File: config.mk
export PLATFORM = sky130hd
export DESIGN_NAME = adc_spi_emulator
export DESIGN_NICKNAME = d
export VERILOG_FILES = /design/src/rtl/adc_spi_emulator.sv
export SDC_FILE = /design/constraint.sdc
export NUM_CORES = 1
export LEC_CHECK = 0
export CORE_ASPECT_RATIO = 0.9
export CORE_UTILIZATION = 62
export CTS_CLUSTER_DIAMETER = 80
export DETAILED_ROUTE_END_ITERATION = 7
export GPL_TIMING_DRIVEN = 0
export PLACE_DENSITY_LB_ADDON = 0.08
export SLEW_MARGIN = 25
export SYNTH_ARGS = -nofsm -noshare
export SYNTH_HDL_FRONTEND = slang
export SYNTH_SLANG_ARGS = --single-unit
File: constraint.sdc
create_clock -name clk -period 6.45 [get_ports clk]
set_input_delay 0.645 -clock clk [delete_from_list [all_inputs] [get_ports clk]]
set_output_delay 0.645 -clock clk [all_outputs]
set_load 0.005 [all_outputs]
File: src/rtl/adc_spi_emulator.sv
// rtl/adc_spi_emulator.sv - SPI responder emulating a serial ADC, fed from a small sample FIFO
module adc_spi_emulator #(
    parameter int DATA_W     = 10,
    parameter int LEAD_ZEROS = 3,
    parameter int FRAME_BITS = 16,
    parameter int DEPTH      = 4
) (
    input  logic              clk,
    input  logic              reset,
    input  logic              SPI_clk,
    input  logic              cs_n,
    input  logic [DATA_W-1:0] sample_in,
    input  logic              sample_valid,
    output logic              sample_ready,
    output logic              sdo,
    output logic              frame_done,
    output logic              frame_abort,
    output logic              underrun
);
    localparam int AW    = $clog2(DEPTH);
    localparam int CNT_W = $clog2(FRAME_BITS + 1);

    typedef enum logic [1:0] {IDLE, SHIFT, DONE} state_t;

    logic              sclk_meta_q, sclk_sync_q, sclk_prev_q, sclk_fall_q;
    logic              cs_meta_q, cs_sync_q, cs_prev_q, cs_fall_q, cs_rise_q;
    logic [DATA_W-1:0] mem_q [DEPTH];
    logic [AW-1:0]     wr_ptr_q, rd_ptr_q;
    logic [AW:0]       count_q, count_d;
    logic              ready_q;
    state_t            state_q, state_d;
    logic [CNT_W-1:0]  n_q, n_d;
    logic [DATA_W-1:0] shift_q, shift_d, last_q, last_d;
    logic              sdo_q, sdo_d, done_q, done_d, abort_q, abort_d, under_q, under_d;
    logic              push, pop, fifo_empty;
    logic [DATA_W-1:0] start_sample;

    function automatic logic frame_bit(input logic [DATA_W-1:0] s, input logic [CNT_W-1:0] n);
        int                idx;
        logic [DATA_W-1:0] t;
        idx = int'(n) - LEAD_ZEROS;
        t   = s << idx;
        if (idx >= 0 && idx < DATA_W) return t[DATA_W-1];
        return 1'b0;
    endfunction

    // Two-flop synchronizers followed by registered edge detectors.
    always_ff @(posedge clk) begin
        if (reset) begin
            sclk_meta_q <= 1'b0;
            sclk_sync_q <= 1'b0;
            sclk_prev_q <= 1'b0;
            sclk_fall_q <= 1'b0;
            cs_meta_q   <= 1'b1;
            cs_sync_q   <= 1'b1;
            cs_prev_q   <= 1'b1;
            cs_fall_q   <= 1'b0;
            cs_rise_q   <= 1'b0;
        end else begin
            sclk_meta_q <= SPI_clk;
            sclk_sync_q <= sclk_meta_q;
            sclk_prev_q <= sclk_sync_q;
            sclk_fall_q <= sclk_prev_q & ~sclk_sync_q;
            cs_meta_q   <= cs_n;
            cs_sync_q   <= cs_meta_q;
            cs_prev_q   <= cs_sync_q;
            cs_fall_q   <= cs_prev_q & ~cs_sync_q;
            cs_rise_q   <= ~cs_prev_q & cs_sync_q;
        end
    end

    assign push         = sample_valid & ready_q;
    assign fifo_empty   = (count_q == '0);
    assign start_sample = fifo_empty ? last_q : mem_q[rd_ptr_q];

    always_comb begin
        count_d = count_q;
        case ({push, pop})
            2'b10:   count_d = count_q + 1'b1;
            2'b01:   count_d = count_q - 1'b1;
            default: count_d = count_q;
        endcase
    end

    always_ff @(posedge clk) begin
        if (push) mem_q[wr_ptr_q] <= sample_in;
    end

    always_ff @(posedge clk) begin
        if (reset) begin
            wr_ptr_q <= '0;
            rd_ptr_q <= '0;
            count_q  <= '0;
            ready_q  <= 1'b1;
        end else begin
            if (push) wr_ptr_q <= wr_ptr_q + 1'b1;
            if (pop)  rd_ptr_q <= rd_ptr_q + 1'b1;
            count_q <= count_d;
            ready_q <= (count_d != (AW+1)'(DEPTH));
        end
    end

    always_comb begin
        state_d = state_q;
        n_d     = n_q;
        shift_d = shift_q;
        last_d  = last_q;
        sdo_d   = sdo_q;
        done_d  = 1'b0;
        abort_d = 1'b0;
        under_d = 1'b0;
        pop     = 1'b0;
        case (state_q)
            IDLE: begin
                sdo_d = 1'b0;
                if (cs_fall_q) begin
                    state_d = SHIFT;
                    shift_d = start_sample;
                    last_d  = start_sample;
                    pop     = ~fifo_empty;
                    under_d = fifo_empty;
                    n_d     = '0;
                    sdo_d   = frame_bit(start_sample, '0);
                end
            end
            SHIFT: begin
                // Final falling edge takes precedence over a coincident cs_n rise.
                if (sclk_fall_q && n_q == CNT_W'(FRAME_BITS - 1)) begin
                    done_d  = 1'b1;
                    sdo_d   = 1'b0;
                    state_d = cs_rise_q ? IDLE : DONE;
                end else if (cs_rise_q) begin
                    abort_d = 1'b1;
                    sdo_d   = 1'b0;
                    state_d = IDLE;
                end else if (sclk_fall_q) begin
                    n_d   = n_q + 1'b1;
                    sdo_d = frame_bit(shift_q, n_q + 1'b1);
                end
            end
            DONE: begin
                sdo_d = 1'b0;
                if (cs_rise_q) state_d = IDLE;
            end
            default: state_d = IDLE;
        endcase
    end

    always_ff @(posedge clk) begin
        if (reset) begin
            state_q <= IDLE;
            n_q     <= '0;
            shift_q <= '0;
            last_q  <= '0;
            sdo_q   <= 1'b0;
            done_q  <= 1'b0;
            abort_q <= 1'b0;
            under_q <= 1'b0;
        end else begin
            state_q <= state_d;
            n_q     <= n_d;
            shift_q <= shift_d;
            last_q  <= last_d;
            sdo_q   <= sdo_d;
            done_q  <= done_d;
            abort_q <= abort_d;
            under_q <= under_d;
        end
    end

    assign sample_ready = ready_q;
    assign sdo          = sdo_q;
    assign frame_done   = done_q;
    assign frame_abort  = abort_q;
    assign underrun     = under_q;
endmodule

==> results of run 1 <==
[sequential cells by signal, indices dropped and copies added (netlist names), 2 cells and up]
register	flops
wr_ptr_q	2
state_q	2
count_q	3
last_q	10
rd_ptr_q	2
mem_q	40
n_q	5
[area by class of cell]
type | count | area share, %
Clock inverter | 3 | 1.90
Buffer | 11 | 1.21
Clock buffer | 13 | 4.18
Timing Repair Buffer | 18 | 4.98
Tap cell | 65 | 2.25
Sequential cell | 78 | 54.2
Multi-Input combinational cell | 149 | 30.0
Inverter | 12 | 1.24
[synth_stat cells, types with 2 or more instances]
library cell,number
edfxtp_1,40
dfxtp_1,38
nand2_1,30
nor2_1,21
a21oi_1,17
inv_1,11
mux4_2,11
clkbuf_1,9
ha_1,8
and3_1,6
o21ai_0,6
nor3_1,5
xor2_1,5
nor2b_1,4
a211oi_1,3
a31oi_1,3
nand2b_1,3
nand3_1,3
nor3b_1,3
or2_2,3
buf_2,2
or3_1,2
or3b_1,2
xnor2_1,2
[per-layer routing]
metal	global-route usage (%)	up-vias	part of all wire, %
li1	-	957	-
met1	25.6	885	48
met2	34.8	21	49
met3	6.71	4	2.2
met4	7.55	0	1.0
met5	0	-	0
[cells in the final DEF, fill, tap and decap left out, types with 2 or more instances in the layout]
cell type and n:
a211oi_1 3, a21oi_1 17, a31oi_1 3, and3_1 6, buf_2 2, bufinv_16 2, clkbuf_1 10, clkbuf_2 2
clkbuf_8 10, clkdlybuf4s50_1 18, dfxtp_1 38, edfxtp_1 40, ha_1 8, inv_1 11, mux4_2 11, nand2_1 30
nand2b_1 3, nand3_1 3, nor2_1 21, nor2b_1 4, nor3_1 5, nor3b_1 3, o21ai_0 6, or2_2 3
or3_1 2, or3b_1 2, xnor2_1 2, xor2_1 5
[kinds of logic (layout without fill, tap and decap cells)]
logic type,after synthesis,in the layout,share of synthesized area [%]
and+or+nand+nor,85,85,13.0
DFF,78,78,62.5
AOI/OAI and AO/OA,35,35,6.78
buffers and inverters,23,57,2.83
muxes,13,13,9.05
adders and majority gates,9,9,3.83
xor gates and xnor gates,7,7,1.95
[power breakdown]
group | leakage [nW] | internal, mW | switching (mW)
Combinational | 0.483 | 0.0265 | 0.0289
Clock | 0.114 | 0.233 | 0.167
Sequential | 0.676 | 0.540 | 0.00759
[worst paths after layout]
path	endpoint	depth (start not counted)
max reg2reg	sample_ready	12
max	sample_ready	12
min reg2reg	sclk_fall_q	1
min	sclk_fall_q	1
[critical path: stages, from the launching register on]
cell	delay, ps
dfxtp_1	350
or3b_1	370
clkbuf_1	180
nand2b_1	210
inv_2	90
buf_2	200
ha_1	220
inv_1	60
fa_1	380
xor2_1	160
or3_1	310
a21oi_1	180
nand2_1	70
==> run_results.csv, run 1 <==
group,metric,value,unit
timing,rsz0062_at_grt,"false",
setup_path,critPathLaunchType,"flip-flop",
cts,ctsHoldBuffers,0,
yosys,synth_cells,250,
yosys,synth_top_area_cell,"edfxtp_1",
timing,hold_viol_final,0,
setup_path,r2r_start,"state_q[0]",
timing,setup_slack,3550,ps
timing,period_needed,2900,ps
global_routing,grt_pass1_wl,8.29,mm
floorplan,fp.dieW,77.0,µm
timing,fin_skew,10.6,ps
yosys,ys_ff_latch,78,
cts,clk_latency,340,ps
worst_hold_path,hp-class,"flip-flop to flip-flop",
floorplan,core_region_area,4860,µm²
layout,fillers,352,
layout,multi_input_comb_area,1090,µm²
floorplan,num_rows,24,
yosys,ys.flop_type,"edfxtp_1",
worst_hold_path,hold_start,"sclk_sync_q",
power,ir_drop,0.185,mV
job,drv_cap,0,
yosys,synth_area_leaders,"edfxtp_1, dfxtp_1, mux4_2, nand2_1, ha_1",
yosys,synth_top_area_share,38.3,%
layout,final_cells,349,
route,drcViolationCount,0,
cts,cts_buffer_depth,2,
place,dp_worst_setup_slack,3560,ps
cts,cts_tree,"built",
route,dr_total_vias,1867,
yosys,synth_edf_count,40,
setup_path,worstPathMaxFanout,10,
setup_path,cp-end-kind,"flip-flop",
global_routing,grt_pass1_vias,1799,
place,postPlaceCellArea,3400,µm²
layout,design_area,3620,µm²
cts,clock-root-buffer,"clkbuf_8",
global_routing,track_usage,20.9,%
floorplan,start_util,64.5,%
route,drtIter0Drc,68,
yosys,synth_warnings,0,
timing,fmax,0.345,GHz
place,place_inst,333,
place,io_buffers,18,
setup_path,timing.reg2reg.setup_slack,3550,ps
global_routing,overflow,0,
timing,fin_setup_tns,0,ps
timing,setup_viol,0,
layout,nets,303,
yosys,avgSynthCellArea,12.5,µm²
setup_path,crit_start,"state_q[0]",
layout,ff_latch_area,1960,µm²
power,power_leakage,1.27,nW
setup_path,crit_type,"flip-flop to flip-flop",
timing,slew_headroom,60.8,%
status,status,"complete, no violations",
timing,finalCritPeriodShare,44.9,%
power,power_density,277,nW/µm²
global_routing,antenna_found_initial,0,
route,via_per_inst,5.35,
yosys,synthesis.nets,274,
cts,htree_levels,3,
route,wl_per_cell,14.1,µm
cts,cts_num_sinks,78,
yosys,syn_area,3140,µm²
place,dp_hpwl,3.36,mm
layout,post_route_cells_drive_above_1_share,12.3,%
timing,whs,416,ps
setup_path,required,6680,ps
yosys,yosysSeqAreaShare,62.5,%
route,detail-route-antenna-nets,0,
floorplan,io_pins,20,
global_routing,grt_max_degree,14,
layout,fin_util,74.4,%
cts,numCtsBuffers,9,
cts,postCtsSetupBuffers,0,
route,firstDrtPassIters,4,
floorplan,die_h,69.5,µm
place,gp_congestion,0.797,
layout,diodes,0,
power,power,1.00,mW
yosys,yosys.cell_types.count,37,
cts,clkSlewWorstSetupHoldPaths,80,ps
setup_path,cp.arrival,3130,ps
yosys,async_flop_share,0,%
timing,final_max_slew_viol_count,0,
route,wl,4.93,mm
layout,synthToLayoutAreaGrowth,15.4,%
cts,cts-resized-gates,0,
floorplan,dieArea,5350,µm²
timing,worst_slew_pin_slew,588,ps
Power figures use the tool's default switching activity.
==> run 2: changes to the inputs <==
--- a/config.mk
+++ b/config.mk
@@ -6,7 +6,7 @@
 export NUM_CORES = 1
 export LEC_CHECK = 0
 export CORE_ASPECT_RATIO = 0.9
-export CORE_UTILIZATION = 62
+export CORE_UTILIZATION = 52
 export CTS_CLUSTER_DIAMETER = 80
 export DETAILED_ROUTE_END_ITERATION = 7
 export GPL_TIMING_DRIVEN = 0
==> constraint.sdc (replaced) <==
create_clock -name clk -period 2.5 [get_ports clk]
set_input_delay 0.25 -clock clk [delete_from_list [all_inputs] [get_ports clk]]
set_output_delay 0.25 -clock clk [all_outputs]
set_load 0.005 [all_outputs]
==> run 2 against run 1 <==
The run now ends with DRC left; non-clock buffer count down 1; sequential cell count unchanged; first-iteration DRC count up 49%; sequential power rose to 2.6 times the previous value; register-to-register slack worse by 3500 ps; cell area up 1.2%; clock-buffer cell count down 4; combinational power rose to 2.7 times the previous value; power rose to 2.6 times the previous value; worst setup slack worse by 3500 ps; final cell count up 1.1%; largest cell class unchanged; highest routed layer unchanged.
==> run_results.csv, run 2 (synthesis results as in run 1) <==
group,metric,value,unit
status,status,"finished with violations",
status,violations,"DRC",
job,drv_cap,0,
cts,htree_levels,3,
setup_path,crit_type,"flip-flop to flip-flop",
setup_path,cp-end-kind,"flip-flop",
global_routing,overflow,0,
power,power_leakage,1.28,nW
floorplan,num_rows,26,
cts,clk_latency,350,ps
floorplan,io_pins,20,
timing,worst_slew_pin_slew,576,ps
route,detail-route-antenna-nets,0,
route,via_per_inst,5.35,
layout,post_route_cells_drive_above_1_share,15.2,%
worst_hold_path,hp-class,"input port to flip-flop",
layout,largest_reg_flops,40,
global_routing,antenna_found_initial,0,
power,ir_drop,0.428,mV
place,gp_congestion,0.784,
cts,cts_buffer_depth,2,
setup_path,worstRegToRegCells,10,
route,drcViolationCount,2,
layout,largest_register,"mem_q",
timing,fmax,0.414,GHz
global_routing,grt_pass1_wl,8.80,mm
cts,numCtsBuffers,9,
setup_path,critPathLaunchType,"flip-flop",
floorplan,dieArea,6350,µm²
power,power_density,707,nW/µm²
worst_hold_path,hold-path-cell-count,2,
layout,final_common_cell,"edfxtp_1",
layout,synthToLayoutAreaGrowth,16.7,%
floorplan,start_util,54.5,%
global_routing,grt_max_degree,15,
timing,period_needed,2410,ps
timing,finalCritPeriodShare,96.6,%
cts,clock-root-buffer,"clkbuf_8",
timing,rsz0062_at_grt,"true",
global_routing,track_usage,18.9,%
setup_path,required,2740,ps
timing,slew_headroom,61.6,%
layout,design_area,3660,µm²
floorplan,fp.dieW,83.9,µm
cts,cts_num_sinks,78,
timing,setup_viol,0,
route,wl_per_cell,14.6,µm
layout,top_regs,"mem_q (40), last_q (10), n_q (5)",
setup_path,worstPathMaxFanout,13,
layout,diodes,0,
setup_path,cp.arrival,2650,ps
place,postPlaceCellArea,3430,µm²
layout,nets,302,
floorplan,die_h,75.7,µm
timing,fin_skew,8.70,ps
timing,final_max_slew_viol_count,0,
route,firstDrtPassIters,6,
place,dp_hpwl,3.53,mm
cts,cts_tree,"built",
cts,clkSlewWorstSetupHoldPaths,80,ps
layout,mostFrequentLayoutCells,"edfxtp_1, dfxtp_1, nand2_1, nor2_1, clkdlybuf4s50_1",
timing,whs,252,ps
timing,hold_viol_final,0,
place,io_buffers,18,
route,wl,5.17,mm
route,drtIter0Drc,101,
global_routing,grt_pass1_vias,1827,
route,dr_total_vias,1890,
floorplan,core_region_area,5760,µm²
setup_path,timing.reg2reg.setup_slack,90,ps
-- run 2: layer usage --
metal / GRT usage [%] / share of wire [%] / wire, µm / up-vias
li1: - / - / - / 951
met1: 24.2 / 46 / 2400 / 897
met2: 30.3 / 48 / 2500 / 30
met3: 6.61 / 3.5 / 180 / 12
met4: 7.09 / 1.7 / 89 / 0
met5: 0 / 0 / 0 / -
-- run 2: report_power, final --
| part | total (mW) | internal [mW] | switching, mW | leakage (nW) |
|---|---|---|---|---|
| Clock | 1.03 | 0.563 | 0.462 | 0.103 |
| Combinational | 0.149 | 0.0701 | 0.0786 | 0.495 |
| Sequential | 1.41 | 1.39 | 0.0198 | 0.677 |
-- run 2: repair_timing --
item	in CTS	in global routing
hold endpoints to repair	0	0
pin swaps	1	0
buffers inserted	1	0
gates resized for setup	5	6
setup endpoints to repair	3	3
hold buffers	0	0
-- run 2: layout make-up --
type | instances | area [µm²]
clock buffers | 9 | 124
flip-flops and latches | 78 | 1960
well taps | 70 | 87.6
clock inverters | 7 | 96.3
repair buffers | 19 | 188
plain buffers | 9 | 38.8
multi-input cells | 149 | 1100
fillers | 451 | 2100
inverters | 12 | 57.6
-- run 2: worst paths after layout --
check	start	end
max	state_q[1]	sample_ready
min	reset	sclk_sync_q
max reg2reg	state_q[1]	sample_ready
min reg2reg	cs_prev_q	cs_rise_q
-- run 2: through the flow --
step           utilization (%)  instances  TNS (ps)  setup slack, ps  total power [mW]
6_report                  63.6        353         0             85.3              2.59
5_1_grt                   63.6        353         0            0.168              2.70
4_1_cts                   63.5        354     -24.6            -24.6              2.62
3_5_place_dp              59.5        338      -424             -199              1.59
3_3_place_gp              59.5        338      -281             -153              1.59
2_1_floorplan                -        250         0             6.75              1.53
-- run 2: critical path, stage by stage (launching register included) --
cell and delay, ps:
dfxtp_2 340, or3b_4 400, nand2b_4 180, clkinv_8 80, ha_2 180, inv_1 50, fa_1 370, xor2_1 160
or3_1 320, a21oi_2 140, nand2_1 80
